`config.mk`:
```
export PLATFORM = sky130hd
export DESIGN_NAME = mlp_operand_loader
export DESIGN_NICKNAME = d
export VERILOG_FILES = /design/src/rtl/mlp_pkg.sv /design/src/rtl/mlp_operand_loader.sv
export SDC_FILE = /design/constraint.sdc
export NUM_CORES = 1
export LEC_CHECK = 0
export ABC_AREA = 1
export CELL_PAD_IN_SITES_DETAIL_PLACEMENT = 1
export CELL_PAD_IN_SITES_GLOBAL_PLACEMENT = 1
export CORE_UTILIZATION = 37
export DETAILED_ROUTE_END_ITERATION = 16
export HOLD_SLACK_MARGIN = 0.08
export PLACE_DENSITY_LB_ADDON = 0.1
export SETUP_SLACK_MARGIN = 0.02
export SLEW_MARGIN = 20
export SYNTH_ARGS = -nofsm -noshare
export SYNTH_HDL_FRONTEND = slang
export SYNTH_SLANG_ARGS = --single-unit
```
`constraint.sdc`:
```
create_clock -name clk -period 3.25 [get_ports clk]
set_clock_uncertainty 0.2 [all_clocks]
set_input_delay 0.8125 -clock clk [delete_from_list [all_inputs] [get_ports clk]]
set_output_delay 0.8125 -clock clk [all_outputs]
set_load 0.03 [all_outputs]
```
`src/rtl/mlp_pkg.sv`:
```
// mlp_pkg: shared sizes, FSM state encoding and operand slot indices for the
// MLP operand loader.
// Latency: n/a (declarations only). Backpressure: n/a.
package mlp_pkg;

   localparam int DW      = 2;    // operand width
   localparam int NUM_OPS = 11;   // operands per frame
   localparam int CNT_W   = 8;    // statistics counter width

   typedef enum logic [1:0] {
      LOAD  = 2'd0,   // collecting words of a frame
      HOLD  = 2'd1,   // complete frame presented to the MLP
      DRAIN = 2'd2    // discarding the tail of an over-long frame
   } state_t;

   // Slot of each operand within a frame, in wire order.
   localparam int IDX_X0  = 0;
   localparam int IDX_X1  = 1;
   localparam int IDX_W00 = 2;
   localparam int IDX_W01 = 3;
   localparam int IDX_W10 = 4;
   localparam int IDX_W11 = 5;
   localparam int IDX_W20 = 6;
   localparam int IDX_W21 = 7;
   localparam int IDX_U00 = 8;
   localparam int IDX_U10 = 9;
   localparam int IDX_U20 = 10;

endpackage

```
`src/rtl/mlp_operand_loader.sv`:
```
// mlp_operand_loader: packs a serial stream of operand words into the named
//    operand registers of a small MLP and holds them until the consumer takes them.
// Latency: out_valid rises 1 cycle after the last word is accepted; 12-cycle min frame period.
// Backpressure: in_ready drops while a frame is held; held until out_valid && out_ready.
//
// Ports:
//    clk, rst_n            clock, synchronous active-low reset
//    in_valid/in_ready     upstream word handshake; in_data, in_last sampled on accept
//    x0..u20               registered operands, qualified by out_valid
//    out_valid/out_ready   frame handoff to the MLP datapath
//    frame_err             one-cycle pulse after a malformed frame is detected
//    frames_ok/frames_bad  presented-frame count (wraps) / malformed count (saturates)
module mlp_operand_loader #(
   parameter int DW      = mlp_pkg::DW,
   parameter int NUM_OPS = mlp_pkg::NUM_OPS,
   parameter int CNT_W   = mlp_pkg::CNT_W
) (
   input  logic             clk,
   input  logic             rst_n,
   input  logic             in_valid,
   output logic             in_ready,
   input  logic [DW-1:0]    in_data,
   input  logic             in_last,
   output logic [DW-1:0]    x0,
   output logic [DW-1:0]    x1,
   output logic [DW-1:0]    w00,
   output logic [DW-1:0]    w01,
   output logic [DW-1:0]    w10,
   output logic [DW-1:0]    w11,
   output logic [DW-1:0]    w20,
   output logic [DW-1:0]    w21,
   output logic [DW-1:0]    u00,
   output logic [DW-1:0]    u10,
   output logic [DW-1:0]    u20,
   output logic             out_valid,
   input  logic             out_ready,
   output logic             frame_err,
   output logic [CNT_W-1:0] frames_ok,
   output logic [CNT_W-1:0] frames_bad
);

   import mlp_pkg::*;

   localparam int            IDX_W    = (NUM_OPS > 1) ? $clog2(NUM_OPS) : 1;
   localparam logic [IDX_W-1:0] LAST_IDX = IDX_W'(NUM_OPS - 1);

   state_t           state_q, state_d;
   logic [IDX_W-1:0] idx_q, idx_d;
   logic [DW-1:0]    ops_q [NUM_OPS];
   logic             frame_err_q, err_d;
   logic [CNT_W-1:0] frames_ok_q, frames_bad_q;
   logic             ok_inc, bad_inc, wr_en, accept;

   assign in_ready  = (state_q != HOLD);
   assign out_valid = (state_q == HOLD);
   assign accept    = in_valid && in_ready;

   // Next-state / control decode.
   always_comb begin
      state_d = state_q;
      idx_d   = idx_q;
      err_d   = 1'b0;
      ok_inc  = 1'b0;
      bad_inc = 1'b0;
      wr_en   = 1'b0;
      case (state_q)
         LOAD: begin
            if (accept) begin
               // Every accepted word lands in its slot; a discarded partial
               // frame simply leaves stale data that out_valid never exposes.
               wr_en = 1'b1;
               if (idx_q == LAST_IDX) begin
                  idx_d = '0;
                  if (in_last) begin
                     state_d = HOLD;
                     ok_inc  = 1'b1;
                  end else begin
                     // Frame overran its length: report once, then swallow
                     // words until the sender's own end marker.
                     state_d = DRAIN;
                     err_d   = 1'b1;
                     bad_inc = 1'b1;
                  end
               end else if (in_last) begin
                  idx_d   = '0;
                  err_d   = 1'b1;
                  bad_inc = 1'b1;
               end else begin
                  idx_d = idx_q + IDX_W'(1);
               end
            end
         end
         HOLD: begin
            if (out_ready) state_d = LOAD;
         end
         DRAIN: begin
            if (accept && in_last) state_d = LOAD;
         end
         default: state_d = LOAD;
      endcase
   end

   always_ff @(posedge clk) begin
      if (!rst_n) begin
         state_q      <= LOAD;
         idx_q        <= '0;
         frame_err_q  <= 1'b0;
         frames_ok_q  <= '0;
         frames_bad_q <= '0;
         for (int i = 0; i < NUM_OPS; i++) ops_q[i] <= '0;
      end else begin
         state_q     <= state_d;
         idx_q       <= idx_d;
         frame_err_q <= err_d;
         if (wr_en) ops_q[idx_q] <= in_data;
         if (ok_inc) frames_ok_q <= frames_ok_q + CNT_W'(1);
         if (bad_inc && (frames_bad_q != '1)) frames_bad_q <= frames_bad_q + CNT_W'(1);
      end
   end

   assign frame_err  = frame_err_q;
   assign frames_ok  = frames_ok_q;
   assign frames_bad = frames_bad_q;

   assign x0  = ops_q[IDX_X0];
   assign x1  = ops_q[IDX_X1];
   assign w00 = ops_q[IDX_W00];
   assign w01 = ops_q[IDX_W01];
   assign w10 = ops_q[IDX_W10];
   assign w11 = ops_q[IDX_W11];
   assign w20 = ops_q[IDX_W20];
   assign w21 = ops_q[IDX_W21];
   assign u00 = ops_q[IDX_U00];
   assign u10 = ops_q[IDX_U10];
   assign u20 = ops_q[IDX_U20];

endmodule

```
# After elaboration in Yosys (flattened, before gate mapping)
# Memory sizes are Yosys's and may differ from the RTL's.
# Index checks and enable logic that the tools add are counted.
# W data, S select, Z words.
[totals] register_bits=23 latchBits=0 ram_bits=22 romBits=0 inputBits=7 output_inout_bits=41 word_cells=50 mem_count=1
[mem_list] name="ops_q" words=11 word_bits=2 read_ports=11 rd_clocked_by_memory_dff=0 write_ports=11 line="mlp_operand_loader.sv:49" rtl="logic [DW-1:0] ops_q [NUM_OPS];"
[op_classes] add_sub_neg=3 multipliers=0 div=0 magnitude_cmp=0 n_eq_ne=9 n_shift=0 mux=25 bitwise=0 n_reduce_logical=7
[op_table] op="$add A8 B1 Y8 const B" count=2
[op_table] op="$mux W1" count=15
[op_table] op="$mux W2" count=6
[op_table] op="$mux W4" count=3
[op_table] op="$ne A8 B8 Y1 const B" count=1
[op_table] op="$ne A2 B2 Y1 const B" count=3
[op_table] op="$pmux W2 S3" count=1
[op_table] op="$add A4 B1 Y4 const B" count=1
[op_table] op="$eq A4 B4 Y1 const B" count=1
[op_table] op="$ne A2 B1 Y1 const B" count=2
[op_table] op="$reduce_and A4 Y1" count=1
[op_table] op="$logic_and A1 B1 Y1" count=3
[op_table] op="$eq A2 B1 Y1 const B" count=1
[op_table] op="$eq A2 B2 Y1 const B" count=1
[op_table] op="$logic_not A2 Y1" count=1
[op_table] op="$reduce_and A2 Y1" count=1
[op_table] op="$reduce_or A2 Y1" count=1

# Logic depth before layout (Yosys ltp)
[logic_depth] word_depth=9 depth_mapped=12 mapped_depth_nobuf=11

# Least setup slack after synthesis
# Ideal clock, no wire load.
[synth_path] kind="register -> output" startpoint="reg state_q[0]" endpoint="out in_ready" t_arrival_ns=1.155 t_required_ns=2.237 path_slack_ns=1.083 stages_incl_launch_ff=4 path_buffers=0 path_cell_list="dfxtp_1 inv_1 nor2_1 inv_1"
[synth_between] elab_chain_cells=1
[synth_rtl] item="start, declared" line="mlp_operand_loader.sv:47" rtl="state_t state_q, state_d;"
[synth_rtl] item="start signal, assigned" line="mlp_operand_loader.sv:112" rtl="state_q <= state_d;"
[synth_rtl] item="$ne A2 B1 Y1" line="mlp_operand_loader.sv:54" rtl="assign in_ready = (state_q != HOLD);"
[synth_rtl] item="end, declared" line="mlp_operand_loader.sv:21" rtl="output logic in_ready,"
# No other way between the ends.

# Worst setup path after layout
[layout_path] startpoint="reg state_q[0]" endpoint="out out_valid"
[layout_between] elab_chain_cells=1
[layout_rtl] item="$eq A2 B1 Y1" line="mlp_operand_loader.sv:55" rtl="assign out_valid = (state_q == HOLD);"
[layout_rtl] item="end, declared" line="mlp_operand_loader.sv:35" rtl="output logic out_valid,"
# No other way between the ends.

==> results.md <==
* Pwr Density at 378 nW/um2
* Slowest stage delay, CP at 690 ps
* Required time worst endpoint at 2240 ps
* Dpl ws at 599 ps
* Class of the worst hold path: flop to flop
* Die H at 78.6 um
* DRC viols at 0
* Die width at 78.6 um
* Gr ovfl total at 0
* Fill cell count at 664
* Crit path capture type: primary output
* Worst-skew pair later-pin latency at 290 ps
* Tcrit/Tclk final at 78.7%
* Cts hold-fix bufs at 0
* CP Cell Sequence: inv_1 > nor2_1 > clkdlybuf4s50_1
* Share of async-settable or async-resettable flops after synthesis at 0%
* Cell area after synthesis at 2170 um2
* TritonRoute pass-1 iters at 4
* Sequential cell area at 1100 um2
* Mapped Nets at 271
* Vias/cell at 4.87
* F_max at 391 MHz
* Cts bufs inserted at 5
* Gate Count Post-Synth at 259
* Routed wire length at 4700 um
* Routed length per instance at 12.3 um
* Worst Setup Slack, final at 691 ps
* Endpoints failing hold at 0
* TritonCTS clock tree: yes
* Root buffer cell: clkbuf_8
* Synth Register Bits at 45
* Max Cap Viol at 0
* Layout net count at 321
* Antenna violations before repair at 0
* Ratio of cells with drive above 1 in the final layout at 9.03%
* Worst R2R Start: idx_q[0]
* Worst Setup SP: state_q[0]
* Setup TNS at 0 ps
* P_int at 0.000792 W
* Status: finished clean
* Vias in the first global route at 1863
* Crit path DAT at 1550 ps
* Cell variety after synth at 30
* Placer Congestion at 0.822
* CTS sink count at 45
* H-tree depth at 2
* Post-synth top flop: dfxtp_1
* Worst Setup Path Type: flop to primary output
* DP HPWL at 3680 um
* Critical Path Start Type: flop
* Via count at 1861
* Synth Warn # at 0
* Number of synthesized flops with an enable pin at 20
* Relative slew slack at 73.4%
* Clk network pwr share at 32.5%
* Core Util, Final at 50.3%
* DIE AREA at 6180 um2
* RSZ-0062 raised after global routing: no
* CTS max path bufs at 2
* Area taken by multi-input logic gates at 918 um2
* Endpoints failing setup at 0
* Total power at 0.00106 W
* Antenna-violating nets left at 0
* Number of cell rows at 27
* Area Growth Syn to Fin at 29.2%
* IO Port Bufs at 47
* Clk pin slew, worst setup/hold paths at 80 ps
* Initial Utilization at 39.0%
* Hold path start: frames_bad[4]
* Worst IR drop on VDD at 0.186 mV
* Tmin final at 2560 ps
* Post-cts sizing count at 0
* Crit Path Max Fanout at 2
* Initial DRC Count at 65
* Largest net degree at the start of global routing at 23
* N_diodes at 0
* Syn Area/Cell at 8.39 um2
* Reg power frac at 57.6%
* Dpl cells at 374
* Final Max Slew Viols at 0
* Global Route Usage Sum at 16.7%
* Sequential-to-total area share from yosys stat at 50.7%
* Core Area at 5570 um2
* Leak pwr at 1.08 nW
* Sw Share at 25.3%
* Cell Count, Final, Fillers Out at 382
* Post-CTS setup buffer count at 0
* Io pins at 48
* Worst-margin pin slew at 398 ps
* Logic pwr share at 9.9%
* Critical Path Slowest Stage Cell: clkdlybuf4s50_1
* Switch Pwr at 0.000269 W
* First-pass GRT wire length at 8160 um
## metrics by stage
stage	hold slack [ps]	area [um2]
floorplan	303	2170
global placement	286	2720
detailed placement	307	2720
CTS	324	2810
global route	342	2810
finish	317	2810
## flip-flops by register name, summed over array words and instances (netlist names)
register and flops:
frame_err 1, idx_q 4, frames_bad 8, frames_ok 8, ops_q 22, state_q 2
## layer usage
layer  vias up  share of wire, %  GRT usage, %
met4         0               2.0          6.48
met3         9               3.7          2.79
met5         -                 0             0
met1       886                43          18.5
met2        37                52          31.3
li1        929                 -             -
## synth_stat cells (2+ instances only)
cell type | n | share of area, %
nand2_4 | 3 | 1.6
nand3_1 | 14 | 3.2
nand3_2 | 2 | 0.92
nand4_1 | 6 | 1.7
inv_4 | 2 | 0.58
nand2_1 | 54 | 9.3
xnor2_1 | 2 | 0.81
inv_1 | 27 | 4.7
nor2_4 | 4 | 2.1
buf_2 | 3 | 0.69
a31oi_1 | 2 | 0.58
edfxtp_1 | 20 | 28
nor2_1 | 50 | 8.6
ha_1 | 5 | 2.9
o21ai_0 | 8 | 1.8
a21oi_1 | 11 | 2.5
xor2_1 | 5 | 2.0
inv_2 | 3 | 0.52
dfxtp_1 | 25 | 23
o22ai_1 | 3 | 0.86
## power by group through the flow
stage | clock network [W] | registers, W | logic, W
final | 0.000345 | 0.000611 | 0.000105
after global routing | 0.000379 | 0.000613 | 0.000114
after CTS | 0.000357 | 0.000611 | 0.000107
after detailed placement | 0 | 0.000624 | 0.000107
after global placement | 0 | 0.000624 | 0.000106
after floorplan | 0 | 0.000646 | 0.0000396
## cell usage in the layout (no fill, tap or decap), types with 2 or more instances in the layout
master           count
nand4_1              6
nand3_2              2
inv_4                2
nand2_4              3
nor2_1              50
ha_1                 5
xor2_1               5
o21ai_0              8
o22ai_1              3
a21oi_1             11
nand2_1             54
dfxtp_1             25
clkbuf_8             5
inv_2                3
clkdlybuf4s50_1     47
a31oi_1              2
nand3_1             14
nor2_4               4
edfxtp_1            20
xnor2_1              2
inv_1               27
## kinds of logic (layout without fill, tap and decap cells)
logic type | Yosys count | in the layout | share of synthesized area (%)
simple gates | 139 | 139 | 30.4
flops | 45 | 45 | 50.7
buf+inv | 38 | 89 | 7.03
compound gates | 25 | 25 | 6.22
xor+xnor | 7 | 7 | 2.82
fa+ha+maj | 5 | 5 | 2.88
## path summary, 6_finish.rpt
| kind | to | slack [ps] | cells after the start |
|---|---|---|---|
| max reg2reg | frames_bad[1] | 1060 | 10 |
| max | out_valid | 690 | 3 |
| min reg2reg | frames_bad[4] | 320 | 2 |
| min | frames_bad[4] | 320 | 2 |
## layout make-up
type / instances / share of cell area [%]
well taps: 72 / 3.21
flip-flops and latches: 45 / 39.2
repair buffers: 48 / 17.0
multi-input cells: 176 / 32.7
inverters: 33 / 4.59
clock buffers: 5 / 2.45
clock inverters: 3 / 0.758
## critical path, delay by kind of cell (launching register included)
kind / cells / cell delay [ps]
and+or+nand+nor: 1 / 120
buffers and inverters: 2 / 760
DFF: 1 / 380
(Power assumes the default switching activity.)
